**src/rtl/reg_file.sv**
```systemverilog
// reg_file: APB configuration/status register file bridging the host and the k-means core
module reg_file #(
  parameter int addrWidth = 8,
  parameter int dataWidth = 91
) (
  input  logic                 clk,
  input  logic                 rst_n,
  input  logic [addrWidth-1:0] paddr,
  input  logic                 pwrite,
  input  logic                 psel,
  input  logic                 penable,
  input  logic [dataWidth-1:0] pwdata,
  output logic [dataWidth-1:0] prdata,
  output logic                 pready,
  input  logic [3:0]           Reg_num,
  input  logic                 Reg_write,
  input  logic [dataWidth-1:0] Reg_write_data,
  output logic                 interupt,
  output logic                 go_core,
  output logic                 W_R_RAM,
  output logic [dataWidth-1:0] Reg_read_data1,
  output logic [dataWidth-1:0] Reg_read_data2
);
  localparam int NREG = 14;
  logic [dataWidth-1:0] regs [16];
  logic                 apb_we, apb_hit;
  logic [4:0]           idx2;
  assign apb_hit        = paddr < addrWidth'(NREG);
  assign apb_we         = psel & penable & pwrite & pready;
  assign idx2           = {1'b0, Reg_num} + 5'd1;
  assign interupt       = regs[0][0];
  assign prdata         = (psel & ~pwrite & apb_hit) ? regs[paddr[3:0]] : '0;
  assign Reg_read_data1 = (Reg_num < 4'(NREG)) ? regs[Reg_num] : '0;
  assign Reg_read_data2 = (idx2 < 5'(NREG)) ? regs[idx2[3:0]] : '0;
  // register array, strobes and ready; the core wins a same-register collision, GO and 14/15 stay zero
  always_ff @(posedge clk or negedge rst_n) begin
    if (!rst_n) begin
      for (int i = 0; i < 16; i++) regs[i] <= '0;
      pready  <= 1'b0;
      go_core <= 1'b0;
      W_R_RAM <= 1'b0;
    end else begin
      pready  <= 1'b1;
      go_core <= apb_we & (paddr == addrWidth'(1)) & pwdata[0];
      W_R_RAM <= apb_we & (paddr == addrWidth'(11));
      for (int i = 0; i < NREG; i++) begin
        if (i != 1) begin
          if (Reg_write && Reg_num == 4'(i)) regs[i] <= Reg_write_data;
          else if (apb_we && paddr == addrWidth'(i)) regs[i] <= pwdata;
        end
      end
    end
  end
endmodule

```
**config.mk**
```make
export PLATFORM = sky130hd
export DESIGN_NAME = reg_file
export DESIGN_NICKNAME = d
export VERILOG_FILES = /design/src/rtl/reg_file.sv
export SDC_FILE = /design/constraint.sdc
export NUM_CORES = 2
export LEC_CHECK = 0
export CAP_MARGIN = 0
export CORE_MARGIN = 4
export CORE_UTILIZATION = 50
export DETAILED_ROUTE_END_ITERATION = 12
export MAX_ROUTING_LAYER = met4
export PLACE_DENSITY = 0.69
export SLEW_MARGIN = 20
export SYNTH_ARGS = -nofsm -noshare
export SYNTH_HDL_FRONTEND = slang
export SYNTH_SLANG_ARGS = --single-unit
export TNS_END_PERCENT = 10
```
**constraint.sdc**
```tcl
create_clock -name clk -period 5.77 [get_ports clk]
set_input_delay 1.154 -clock clk [delete_from_list [all_inputs] [get_ports clk]]
set_output_delay 1.154 -clock clk [all_outputs]
set_load 0.01 [all_outputs]
```
==> impl_results.md <==
- Status: completed
- Measured slew at the worst slew-check pin: between 1000 and 1500 ps
- First-pass detailed-route iteration total: 6
- Initial Util: 50.5%
- Root Buffer: clkbuf_16
- Post-CTS Setup Repair Bufs: 0
- H-tree Lvls: 4
- CTS tree: yes
- Initial antenna violation count: 54
- Ports: about 480
- IO buf count: ~480
- First-pass GRT wire length: 496000 um
- Yosys reg bits: around 1200
- Post-route cell area: between 90000 and 100000 um2
- Nets: between 7000 and 8000
- Relative slew margins: between 20% and 30%
- Unrepaired setup endpoints after global routing: no
- Die Width: ~430 um
- WP data required: approximately 4600 ps
- Synthesized area: just under 90000 um2
- Pwr Total: 31.3 mW
- CTS buffer count: approximately 150
- Die ar.: around 180000 um2
- Synth Flop Type: dfrtp_1
- R2R cell count: 5
- Crit Reg-Reg Startpoint: pready
- Chip Height: approximately 430 um
- Async SR Flop Fraction: 100%
- Worst Path Arrival: 4430 ps
- Post-Route WL: between 300000 and 400000 um
- Max Cap Viol: 0
- Vias in the first global route: around 70000
- Post-CTS Hold Buffers: 0
- Fmax: ~180 MHz
- DRC viols: 0
- Warning count from the yosys run: between 200 and 300
- Clock Path Buffers: 3
- Slowest-stage cell, CP: clkdlybuf4s50_1
- Max IR drop VDD: 0.314 mV
- Worst Setup SP: paddr[3]
- Hold Violations, Final: 0
- Post-DP HPWL: around 190000 um
- Clk_lat worst skew: around 800 ps
- Final period utilization: between 90% and 100%
- DP Area: between 90000 and 100000 um2
- Startpoint types: input port
- Initial DRC count: 9378
- Overflow after GRT: 0
- EDFF count, synth: 0
- Worst R2R End: regs[931]
- Setup crit end: prdata[84]
- Crit-path cells: clkdlybuf4s50_1, or2_2, a21oi_4, buf_4, a21oi_1, nor4b_1, buf_4, clkdlybuf4s50_1
- Worst path buffer plus inverter count: 4
- Num rows: 152
- Setup TNS: 0 ps
- P_leak: ~40 nW
- Total global-route track usage: 38.2%
- Clock Skew: 21.6 ps
- Resize count post-CTS: 0
- Final number of setup-violating endpoints: 0
- Pwr dens: between 300 and 400 nW/um2
- Crit. path cell count: 8
- Final hold slack: about 360 ps
- Sequential area share after synthesis: 34.0%
- RePlAce Congestion: 0.891
- Layout cells sized above 1: a little under half
- Clk slew on worst S/H paths: 60 ps
- Via count: approximately 70000
- Worst path top cell family by delay: buffers and inverters
- CTS sink cnt: roughly 1200
- CP Class: input port to output port
- Synth Area per Inst: between 10 and 15 um2
- Post-Syn Instances: about 7100
- Post-synth cell types: 48
- Critical-path maximum fanout: 14
- Crit path time final: approximately 5600 ps
- Wire length per cell: roughly 36 um
- Core box area: between 150000 and 200000 um2
- Antenna Nets Post-Route: 0
- Largest net degree at the start of global routing: roughly 150
- Layout area overhead: 14.2%
- Hold crit path type: input port to async pin
- Syn_nets: slightly above 7000
- Flop2flop setup slack: about 2800 ps
- CP Capture Type: output port
- Max Slew Vio Count: 0
- CP peak stage delay: 780 ps
- Via/cell ratio: 7.30
per-stage QoR:
| step | utilization, % | worst slack, ps | cells |
|---|---|---|---|
| after floorplan | - | 689 | 7057 |
| after global placement | 54.8 | 244 | 9270 |
| after detailed placement | 54.8 | 248 | 9270 |
| after CTS | 57.6 | 247 | 9531 |
| after global routing | 57.7 | 246 | 9582 |
| final | 57.7 | 189 | 9586 |
where the power goes:
part	total [mW]	internal, mW	switching (mW)
combinational	9.30	5.37	3.93
sequential	12.5	10.3	2.20
clock	9.46	5.48	3.97
worst min-delay path by stage:
| stage | from | endpoint | slack [ps] |
|---|---|---|---|
| 2_1_floorplan | regs[728] | regs[728] | 510 |
| 3_3_place_gp | regs[523] | regs[523] | 520 |
| 3_5_place_dp | regs[942] | regs[942] | 540 |
| 4_1_cts | rst_n | regs[1265] | 330 |
| 5_1_grt | rst_n | regs[1265] | 400 |
| 6_report | rst_n | regs[1265] | 360 |
sequential cells by signal, summed over array words and instances, names as in the netlist:
register / count
W_R_RAM: 1
go_core: 1
interupt: 1
pready: 1
regs: 1182
placed cells by master (no fill, tap or decap), types with 92 or more instances in the layout:
cell type,count
a22oi_1,181
a21oi_1,181
nor2_1,276
buf_4,197
buf_12,110
clkbuf_16,149
mux4_2,546
nand3_1,94
clkdlybuf4s50_1,471
mux2_2,2182
mux2i_1,459
dfrtp_1,1186
nand2_1,276
a221oi_1,181
a31oi_1,92
synthesized netlist by cell type (all sizes together), types with 2 or more instances:
master      n  area [um2]
nand3     105         531
a22oi     181        1360
nor4        2        27.5
nand2     277        1040
mux2     2272       25900
o31ai      10        80.1
or2         2        12.5
o22ai      91         569
mux4      546       12300
a221oi    181        1590
nand2b      4        25.0
inv         4        15.0
nor4b      90         788
dfrtp    1186       29700
clkbuf    461        1730
nand4       3        18.8
and3        3        18.8
xor2        2        17.5
mux2i     459        4590
o2bb2ai    91         797
a211oi     90         676
buf       419        2680
nor2b       6        37.5
nor2      279        1050
ha          4        50.1
a21oi     182         911
o21ai       3        15.0
a31oi      92         576
and2        2        12.5
cell type report:
type,count,area [um2]
inverter,4,15.0
clock buffer,208,4240
sequential,1186,29700
fill,13900,72900
timing repair buffer,783,8470
multi-input combinational,4987,53500
clock inverter,53,586
tap,2310,2890
antenna,55,138
kinds of logic (layout without fill, tap and decap cells):
family / Yosys count / count (layout) / synth area share, %
muxes: 3277 / 3277 / 49.1
DFF: 1186 / 1186 / 34.0
AOI/OAI and AO/OA: 925 / 925 / 7.57
buffers and inverters: 884 / 1048 / 5.08
and+or+nand+nor: 777 / 777 / 4.12
adders and majority gates: 4 / 4 / 0.0574
xor gates and xnor gates: 3 / 3 / 0.0301
other: 1 / 56 / 0.00430
routing by layer:
layer | global-route usage (%) | share of wire (%)
met1 | 47.3 | 37
met4 | 25.1 | 7.1
met3 | 9.73 | 11
met2 | 55.5 | 45
met5 | - | 0
Power figures use the tool's default switching activity.
